===== src/rtl/dmem_arb_pkg.sv =====
// Shared encodings for the data-memory port arbiter; the hazard unit imports
// these too so both sides agree on state and owner values.
package dmem_arb_pkg;

    localparam logic [1:0] IDLE = 2'd0;
    localparam logic [1:0] BUSY = 2'd1;
    localparam logic [1:0] DONE = 2'd2;

    localparam logic OWN_IF = 1'b0;
    localparam logic OWN_D  = 1'b1;

endpackage


===== src/rtl/dmem_port_arbiter.sv =====
// Shares the single-port data memory between instruction fetch and the MEM
// stage: data has priority, a streak limiter keeps fetch moving.
module dmem_port_arbiter
    import dmem_arb_pkg::*;
#(
    parameter int AW         = 32,
    parameter int DW         = 32,
    parameter int MEM_LAT    = 1,
    parameter int MAX_STREAK = 4
) (
    input  logic          clk,
    input  logic          reset,
    input  logic          if_req,
    input  logic [AW-1:0] if_addr,
    output logic [DW-1:0] if_rdata,
    output logic          if_ready,
    input  logic          d_req,
    input  logic          d_we,
    input  logic [AW-1:0] d_addr,
    input  logic [DW-1:0] d_wdata,
    output logic [DW-1:0] d_rdata,
    output logic          d_ready,
    output logic [AW-1:0] m_address,
    output logic          m_read_en,
    output logic          m_write_en,
    output logic [DW-1:0] m_write_data,
    input  logic [DW-1:0] m_read_data
);

    localparam int CW = (MEM_LAT > 1) ? $clog2(MEM_LAT) : 1;
    localparam int SW = $clog2(MAX_STREAK + 1);
    localparam logic [CW-1:0] CNT_INIT   = CW'(MEM_LAT - 1);
    localparam logic [SW-1:0] STREAK_MAX = SW'(MAX_STREAK);

    logic [1:0]    state;
    logic          owner;
    logic [CW-1:0] cnt;
    logic [SW-1:0] streak;
    logic [AW-1:0] lat_addr;
    logic          lat_we;
    logic [DW-1:0] lat_wdata;
    logic          grant_d;
    logic          grant_if;

    function automatic logic [SW-1:0] streak_sat_inc(input logic [SW-1:0] s);
        return (s >= STREAK_MAX) ? STREAK_MAX : s + 1'b1;
    endfunction

    // Data wins unless fetch is waiting and data has used up its streak.
    assign grant_d  = d_req && (!if_req || (streak < STREAK_MAX));
    assign grant_if = !grant_d && if_req;

    always_ff @(posedge clk or negedge reset) begin
        if (!reset) begin
            state    <= IDLE;
            owner    <= OWN_IF;
            cnt      <= '0;
            streak   <= '0;
            if_rdata <= '0;
            d_rdata  <= '0;
        end else begin
            case (state)
                IDLE: begin
                    if (grant_d) begin
                        state  <= BUSY;
                        owner  <= OWN_D;
                        cnt    <= CNT_INIT;
                        streak <= if_req ? streak_sat_inc(streak) : '0;
                    end else if (grant_if) begin
                        state  <= BUSY;
                        owner  <= OWN_IF;
                        cnt    <= CNT_INIT;
                        streak <= '0;
                    end
                end
                BUSY: begin
                    if (cnt == '0) begin
                        state <= DONE;
                        if (!lat_we) begin
                            if (owner == OWN_D) d_rdata  <= m_read_data;
                            else                if_rdata <= m_read_data;
                        end
                    end else begin
                        cnt <= cnt - 1'b1;
                    end
                end
                DONE:    state <= IDLE;
                default: state <= IDLE;
            endcase
        end
    end

    // Command registers only matter while BUSY, so they carry no reset.
    always_ff @(posedge clk) begin
        if ((state == IDLE) && (grant_d || grant_if)) begin
            lat_addr  <= grant_d ? d_addr : if_addr;
            lat_we    <= grant_d && d_we;
            lat_wdata <= grant_d ? d_wdata : '0;
        end
    end

    always_comb begin
        m_address    = '0;
        m_read_en    = 1'b0;
        m_write_en   = 1'b0;
        m_write_data = '0;
        if (state == BUSY) begin
            m_address    = lat_addr;
            m_read_en    = !lat_we;
            m_write_en   = lat_we;
            m_write_data = lat_wdata;
        end
    end

    assign if_ready = (state == DONE) && (owner == OWN_IF);
    assign d_ready  = (state == DONE) && (owner == OWN_D);

endmodule


===== config.mk =====
export PLATFORM = sky130hd
export DESIGN_NAME = dmem_port_arbiter
export DESIGN_NICKNAME = d
export VERILOG_FILES = /design/src/rtl/dmem_arb_pkg.sv /design/src/rtl/dmem_port_arbiter.sv
export SDC_FILE = /design/constraint.sdc
export NUM_CORES = 1
export LEC_CHECK = 0
export ABC_AREA = 1
export CORE_ASPECT_RATIO = 2
export CORE_MARGIN = 4
export CORE_UTILIZATION = 30
export CTS_BUF_LIST = sky130_fd_sc_hd__clkbuf_4
export DETAILED_ROUTE_END_ITERATION = 6
export SETUP_SLACK_MARGIN = 0.15
export SLEW_MARGIN = 15
export SYNTH_ARGS = -nofsm -noshare
export SYNTH_HDL_FRONTEND = slang
export SYNTH_SLANG_ARGS = --single-unit

===== constraint.sdc =====
create_clock -name clk -period 3.6 [get_ports clk]
set_input_delay 0.72 -clock clk [delete_from_list [all_inputs] [get_ports clk]]
set_output_delay 0.72 -clock clk [all_outputs]
set_load 0.01 [all_outputs]

Word level (Yosys, flattened, before mapping)
Index checks and enable logic that the tools add are counted.
Operators by class
  reduce and logical (&&, ||, !) cells: 19
  multiplexer cells: 18
  shifts and indexed selects: 0
  $add $sub $neg: 2
  equal/unequal tests: 4
  $lt $le $gt $ge: 2
  multiply operators: 0
  divide/modulo/power cells: 0
  bitwise operators: 3
Operators with widths (number)
  $mux W32: 3
  $mux W3: 4
  $reduce_and A4 Y1: 2
  $logic_and A1 B1 Y1: 6
  $mux W1: 6
  $mux W2: 3
  $reduce_and A2 Y1: 3
  $pmux W2 S2: 1
  $reduce_bool A2 Y1: 2
  $add A3 B1 Y3 const B: 1
  $ge A3 B3 Y1 const B: 1
  $logic_not A1 Y1: 3
  $lt A3 B3 Y1 const B: 1
  $ne A3 B3 Y1 const B: 1
  $not A1 Y1: 3
  $eq A2 B1 Y1 const B: 1
  $eq A2 B2 Y1 const B: 1
  $logic_not A2 Y1: 1
  $logic_or A1 B1 Y1: 2
  $ne A2 B2 Y1 const B: 1
  $pmux W1 S2: 1
  $sub A1 B1 Y1 const B: 1
Storage, ports and cells
  memory bits (writable): 0
  latch bits: 0
  bits in read-only memories: 0
  bits in registers: 136
  word-level logic and storage cells: 57
  input port bits: 133
  memories: 0

Depth between registers and ports, before layout
Gate-level depths: netlist of the first run.
  word-level depth: 8
  gate-level depth with buffers: 6
  depth with buffers taken out: 6

Worst setup path before layout of the first run
Ideal clock, no wire load.
  kind: input -> register
  start point: input port if_req
  end point: register lat_addr[0] (enable)
  stages on the path: 5
  setup slack: 0.873 ns
  library setup time: 0.419 ns
  data arrival time: 2.308 ns
  data required time: 3.181 ns
  buffers on the path: 0
  cells stage by stage: nand2_1 nand2_1 nand2_1 nand2_1 inv_1
Between the ends
  cells in the longest elaborated chain, start to end: 7
Ends and longest elaborated chain
  start, declared: line dmem_port_arbiter.sv:13  | input logic if_req,
  $logic_not A1 Y1: line dmem_port_arbiter.sv:50  | assign grant_d = d_req && (!if_req || (streak < STREAK_MAX));
  $logic_or A1 B1 Y1: line dmem_port_arbiter.sv:50
  $logic_and A1 B1 Y1: line dmem_port_arbiter.sv:50
  $logic_not A1 Y1: line dmem_port_arbiter.sv:51  | assign grant_if = !grant_d && if_req;
  $logic_and A1 B1 Y1: line dmem_port_arbiter.sv:51
  $logic_or A1 B1 Y1 (*): line dmem_port_arbiter.sv:95  | if ((state == IDLE) && (grant_d || grant_if)) begin
  $logic_and A1 B1 Y1 (*): line dmem_port_arbiter.sv:95
  end signal, assigned: line dmem_port_arbiter.sv:96  | lat_addr <= grant_d ? d_addr : if_addr;
  end, declared: line dmem_port_arbiter.sv:39  | logic [AW-1:0] lat_addr;
Mark *: on every way between the ends. The rest lies on a longest branch, timed or not.
A chain may end at the register's enable or synchronous reset.

Worst setup path after layout of the first run
  start point: register state[0]
  end point: output port m_write_data[30]
Between the ends
  cells in the longest elaborated chain, start to end: 2
Ends and longest elaborated chain
  start, declared: line dmem_port_arbiter.sv:35  | logic [1:0] state;
  start signal, assigned: line dmem_port_arbiter.sv:55  | state <= IDLE;
  start signal, assigned: line dmem_port_arbiter.sv:65  | state <= BUSY;
  start signal, assigned: line dmem_port_arbiter.sv:70  | state <= BUSY;
  $eq A2 B1 Y1: line dmem_port_arbiter.sv:107  | if (state == BUSY) begin
  $mux W32: line dmem_port_arbiter.sv:107
  end, declared: line dmem_port_arbiter.sv:26  | output logic [DW-1:0] m_write_data,
Every way passes these cells.

==> key figures, run 1 <==
Clock tree
  • H-tree levels: 4
  • CTS Buf Count: 17
  • Clk slew on worst S/H paths: 0.12 ns
  • Clk_lat worst skew: 0.52 ns
  • Clock tree sinks: 135
  • Longest Clk Path Bufs: 2
  • Clock root buffer: clkbuf_4
  • CTS tree: yes

Route
  • Initial DRC Count: 264
  • Pre-antenna DRT Iters: 4
  • Avg Vias per Cell: 4.084
  • Vias: 4888
  • Antenna Nets Post-Route: 0
  • Residual DRC count: 0
  • Total wire length: 18140 um
  • Routed WL per cell: 15.16 um

Die
  • I/O Pins: 265
  • Die width: 110.5 um
  • Die Y: 213.1 um
  • Row count: 74
  • Core area: 0.02055 mm^2
  • Initial Util: 0.3069
  • Die footprint: 0.02355 mm^2

Synth
  • Syn_nets: 789
  • Flops & latches, synth: 135
  • Mapped Cells: 654
  • Synth warnings: 0
  • Synth cell types: 18
  • Post-synthesis sequential area ratio: 0.5872
  • Yosys top cell area share: 0.3095
  • Mapped cell area: 0.006307 mm^2
  • Synth top area cells: edfxtp_1 31%, dfrtp_1 28%, nand2_1 10%
  • Avg Cell Area, Syn: 9.644 um^2
  • Top cell type by total area after synthesis: edfxtp_1

Placement
  • Placer Congestion: 0.8096
  • Pre-CTS WS: 0.6199 ns
  • DP HPWL: 13520 um
  • Port Buffers: 264

Critical path
  • CP arrival: 2.53 ns
  • Critical path class: flip-flop to primary output
  • Critical Path End Type: primary output
  • Worst setup SP type: flip-flop
  • WP data required: 2.88 ns
  • CP max FO: 37

Cells and area
  • Commonest non-fill, non-tap cell in the layout: clkdlybuf4s50_1
  • Area Growth Syn to Fin: 48.72%
  • Nets@finish: 1049
  • Layout cells sized above 1: 0.1489
  • Final core utilization: 0.4564
  • Commonest cells after routing, fill and taps aside: 263 x clkdlybuf4s50_1, 172 x nand2_1, 139 x inv_1, 71 x nor2_1, 70 x dfrtp_1

Timing
  • Layout Skew: 0.01956 ns
  • Final setup viols: 0
  • Worst slew pin tran: 0.9445 ns
  • Final Max Tran Viols: 0
  • Relative slew margins: 0.3703
  • RSZ-0062 raised after global routing: no
  • Min Tclk post-route: 3.247 ns
  • Setup TNS: 0 ns
  • Max Clk Rate: 0.3079 GHz
  • Setup slack after layout: 0.3526 ns
  • Fin crit share: 0.9021
  • Final hold violations: 0

Global route
  • Vias in the first global route: 4959
  • Total grt overflow: 0
  • First-pass GRT wire length: 27700 um
  • Largest net degree at the start of global routing: 67
  • Initial antenna violation count: 4
  • Tot GR Track Use: 0.1534

Power and ir drop
  • NetSw: 0.002516 W
  • Pint: 0.004406 W
  • Sw Ratio: 0.3635
  • Clock network power share: 0.151
  • Leakage power: 4.329 nW
  • Power per cell area: 738.0 mW/mm^2
  • Sequential share of power: 0.374
  • Gate power share: 0.475
  • VDD IR-drop max: 0.3325 mV

Hold path
  • Hold Path Class: input pin to asynchronous set/reset pin

Status
  • Status: completed

Run
  • MaxCap Viol Count: 0
power by group through the flow:
stage,Clock (W),Sequential [W],Combinational (W)
finish,0.00105,0.00259,0.00329
global route,0.00115,0.00267,0.00357
CTS,0.00110,0.00260,0.00336
detailed placement,0,0.00263,0.00335
global placement,0,0.00261,0.00332
floorplan,0,0.00278,0.00153
what timing repair did:
action / 4_1_cts / 5_1_grt
hold buffers: 0 / 0
buffers inserted: 0 / 0
resized for setup: 1 / 0
endpoints found under the setup margin: 20 / 0
area by class of cell:
class / instances / area, um^2
timing repair buffer: 270 / 2698
tap: 266 / 332.8
inverter: 142 / 535.5
multi-input combinational: 348 / 1822
clock buffer: 19 / 142.6
antenna: 4 / 10.01
clock inverter: 13 / 136.4
fill: 2026 / 11170
sequential: 135 / 3704
Yosys cell counts:
library cell	count
nand3_1	3
nor2_8	1
nand2_1	173
ha_1	2
edfxtp_1	65
inv_2	2
buf_6	17
nor2_2	20
buf_1	2
nor2_4	10
buf_4	1
o21ai_2	64
buf_2	9
inv_1	140
nand3_4	2
nor2_1	71
dfrtp_1	70
nor3_1	2
flip-flops by register name, summed over array words and instances (netlist names):
register,flops
d_rdata,32
if_rdata,32
lat_addr,32
lat_wdata,32
lat_we,1
owner,1
state,2
streak,3
cell families (layout without fill, tap and decap cells):
kind of cell / count (synthesis) / after routing / synth area share
compound gates: 64 / 64 / 0.08887
fa+ha+maj: 2 / 2 / 0.003967
buf+inv: 171 / 444 / 0.1244
flops: 135 / 135 / 0.5872
other cells: 0 / 4 / 0
simple gates: 282 / 282 / 0.1956
routing by layer:
metal | part of all wire | GRT usage | up-vias
met4 | 0.032 | 0.07738 | 0
met5 | 0 | 0 | -
li1 | - | - | 2474
met1 | 0.35 | 0.1543 | 2225
met3 | 0.050 | 0.03829 | 24
met2 | 0.57 | 0.2905 | 165
through the flow:
step / total power [W] / hold slack [ns] / instances / cell area (um^2)
6_report: 0.006923 / 0.2370 / 1197 / 9380
5_1_grt: 0.007397 / 0.2351 / 1197 / 9380
4_1_cts: 0.007061 / 0.2375 / 1193 / 9370
3_5_place_dp: 0.005976 / 0.4676 / 1161 / 9089
3_3_place_gp: 0.005934 / 0.4633 / 1161 / 9089
2_1_floorplan: 0.004313 / 0.4244 / 654 / 6307
final timing paths:
check / cells after the start / slack [ns] / from / end
worst min register to register: 2 / 0.49 / if_rdata[9] / if_rdata[9]
worst min-delay path: 1 / 0.24 / reset / if_rdata[20]
worst max register to register: 6 / 1.69 / state[1] / lat_wdata[20]
min in group clk: 2 / 0.49 / if_rdata[9] / if_rdata[9]
max in group asynchronous: 2 / 2.66 / reset / d_rdata[4]
worst max-delay path: 6 / 0.35 / state[0] / m_write_data[30]
critical path, stage by stage (launching register included):
cell and delay [ns]:
dfrtp_1 0.42, inv_2 0.12, nor2_8 0.06, inv_4 0.34, buf_4 0.48, nor2_1 0.08, clkdlybuf4s50_1 0.49
(Power assumes the default switching activity.)
==> inputs of run 2 (changes only) <==
--- a/config.mk
+++ b/config.mk
@@ -13,5 +13,4 @@
 export DETAILED_ROUTE_END_ITERATION = 6
 export SETUP_SLACK_MARGIN = 0.15
-export SLEW_MARGIN = 15
 export SYNTH_ARGS = -nofsm -noshare
 export SYNTH_HDL_FRONTEND = slang
==> constraint.sdc (replaced) <==
create_clock -name clk -period 3.6 [get_ports clk]
set_input_delay 0.72 -clock clk [delete_from_list [all_inputs] [get_ports clk]]
set_output_delay 0.72 -clock clk [all_outputs]
set_load 0.05 [all_outputs]
==> key figures, run 2 (synthesized netlist as in run 1, its figures left out) <==
Placement
  • Pre-CTS WS: 0.8596 ns (+0.2397 ns)
  • Placer Congestion: 0.8098 (about the same)
  • Port Buffers: 264 (unchanged)
  • DP HPWL: 13510 um (-0.11%)

Power and ir drop
  • NetSw: 0.004386 W (+74%)
  • Tot Pwr: 0.008716 W (+26%)
  • Clock network power share: 0.113 (-0.038)
  • Gate power share: 0.589 (+0.114)
  • Leakage power: 4.299 nW (-0.69%)
  • Power per cell area: 929.8 mW/mm^2 (+26%)
  • Sequential share of power: 0.298 (-0.076)
  • VDD IR-drop max: 0.5379 mV (+62%)
  • Pint: 0.004330 W (-1.7%)
  • Sw Ratio: 0.5032 (+0.1397)

Cells and area
  • Layout cells sized above 1: 0.1467 (-0.002157)
  • Area Growth Syn to Fin: 48.62% (about the same)
  • Commonest non-fill, non-tap cell in the layout: clkdlybuf4s50_1
  • Nets@finish: 1049 (unchanged)
  • Commonest cells after routing, fill and taps aside: 263 x clkdlybuf4s50_1, 172 x nand2_1, 139 x inv_1, 71 x nor2_1, 70 x dfrtp_1
  • Final core utilization: 0.4561 (about the same)

Route
  • Antenna Nets Post-Route: 0 (unchanged)
  • Vias: 4902 (+0.29%)
  • Routed WL per cell: 15.02 um (-0.87%)
  • Initial DRC Count: 210 (-20%)
  • Pre-antenna DRT Iters: 4 (unchanged)
  • Total wire length: 17940 um (-1.1%)
  • Residual DRC count: 0 (unchanged)
  • Avg Vias per Cell: 4.106 (+0.54%)

Critical path
  • Critical Path End Type: primary output
  • WP data required: 2.88 ns (about the same)
  • CP startpoint: state[1]
  • CP max FO: 51 (+38%)
  • Worst setup SP type: flip-flop
  • CP arrival: 2.55 ns (+0.02 ns)
  • Critical R2R Launch: lat_we
  • Critical path class: flip-flop to primary output

Clock tree
  • Clk_lat worst skew: 0.54 ns (+0.02 ns)
  • Post-cts gate resize count: 0 (-1)
  • Clk slew on worst S/H paths: 0.12 ns (about the same)
  • CTS Hold Bufs: 0 (unchanged)
  • CTS tree: yes
  • Clock root buffer: clkbuf_4
  • CTS Buf Count: 17 (unchanged)
  • H-tree levels: 4 (unchanged)
  • Clock tree sinks: 135 (unchanged)
  • Longest Clk Path Bufs: 2 (unchanged)
  • Setup Fix Bufs, Post-CTS: 0 (unchanged)

Die
  • I/O Pins: 265 (unchanged)
  • Die Y: 213.1 um (unchanged)
  • Die footprint: 0.02355 mm^2 (unchanged)
  • Initial Util: 0.3069 (unchanged)
  • Core area: 0.02055 mm^2 (unchanged)
  • Row count: 74 (unchanged)
  • Die width: 110.5 um (unchanged)

Timing
  • RSZ-0062 raised after global routing: no
  • Layout Skew: 0.02095 ns (+0.001389 ns)
  • Final Max Tran Viols: 0 (unchanged)
  • Min Tclk post-route: 3.266 ns (+0.01867 ns)
  • Max Clk Rate: 0.3062 GHz (-0.57%)
  • Fin crit share: 0.9072 (+0.005187)
  • Final setup viols: 0 (unchanged)
  • Relative slew margins: 0.3695 (-0.0008340)
  • Worst slew pin tran: 0.9457 ns (+0.001252 ns)
  • Setup TNS: 0 ns (unchanged)
  • Final hold violations: 0 (unchanged)
  • Setup slack after layout: 0.3339 ns (-0.01867 ns)

Global route
  • Total grt overflow: 0 (unchanged)
  • Initial antenna violation count: 1 (-3)
  • Largest net degree at the start of global routing: 66 (-1.5%)
  • First-pass GRT wire length: 27980 um (+1.0%)
  • Vias in the first global route: 5037 (+1.6%)
  • Tot GR Track Use: 0.1549 (+0.001541)

Run
  • MaxCap Viol Count: 0 (unchanged)

Status
  • Status: completed

Hold path
  • Hold Path Class: input pin to asynchronous set/reset pin
[run 2: final cells by class]
class / count / area [um^2]
well taps: 266 / 332.8
inverters: 142 / 533.0
repair buffers: 270 / 2710
fillers: 2039 / 11180
clock inverters: 14 / 135.1
multi-input cells: 348 / 1822
clock buffers: 18 / 135.1
diodes: 1 / 2.502
flip-flops and latches: 135 / 3704
[run 2: worst paths after layout]
kind	to	slack [ns]	depth (start not counted)
setup / recovery	m_write_data[29]	0.33	5
hold / removal	d_rdata[19]	0.14	1
setup reg to reg	d_rdata[7]	1.71	4
hold reg to reg	if_rdata[0]	0.49	2
max in group asynchronous	d_rdata[26]	2.78	2
min in group clk	if_rdata[0]	0.49	2
[run 2: stage by stage]
step                hold WS, ns  instance area [um^2]  instances
finish                   0.1413                  9374       1194
detailed placement       0.4668                  9101       1161
global route             0.1005                  9374       1194
floorplan                0.4244                  6307        654
CTS                     0.09284                  9371       1193
global placement         0.4634                  9101       1161
[run 2: power by group through the flow]
stage / Sequential, W / Combinational [W] / Clock, W
final: 0.00259 / 0.00514 / 0.000987
after global routing: 0.00267 / 0.00544 / 0.00111
after CTS: 0.00260 / 0.00523 / 0.00104
after detailed placement: 0.00263 / 0.00521 / 0
after global placement: 0.00261 / 0.00521 / 0
after floorplan: 0.00386 / 0.00228 / 0
[run 2: layer usage]
metal  track usage  up-vias  share of wire
met5             0        -              0
met4       0.05825        0          0.020
met3       0.04197       16          0.051
met2        0.2999      152           0.58
met1        0.1565     2266           0.35
li1              -     2468              -
[run 2: critical path, stage by stage, from the launching register on]
cell and delay (ns):
dfrtp_1 0.46, nor2_8 0.18, inv_2 0.15, buf_12 0.24, nor2_4 0.14, clkdlybuf4s50_1 0.82
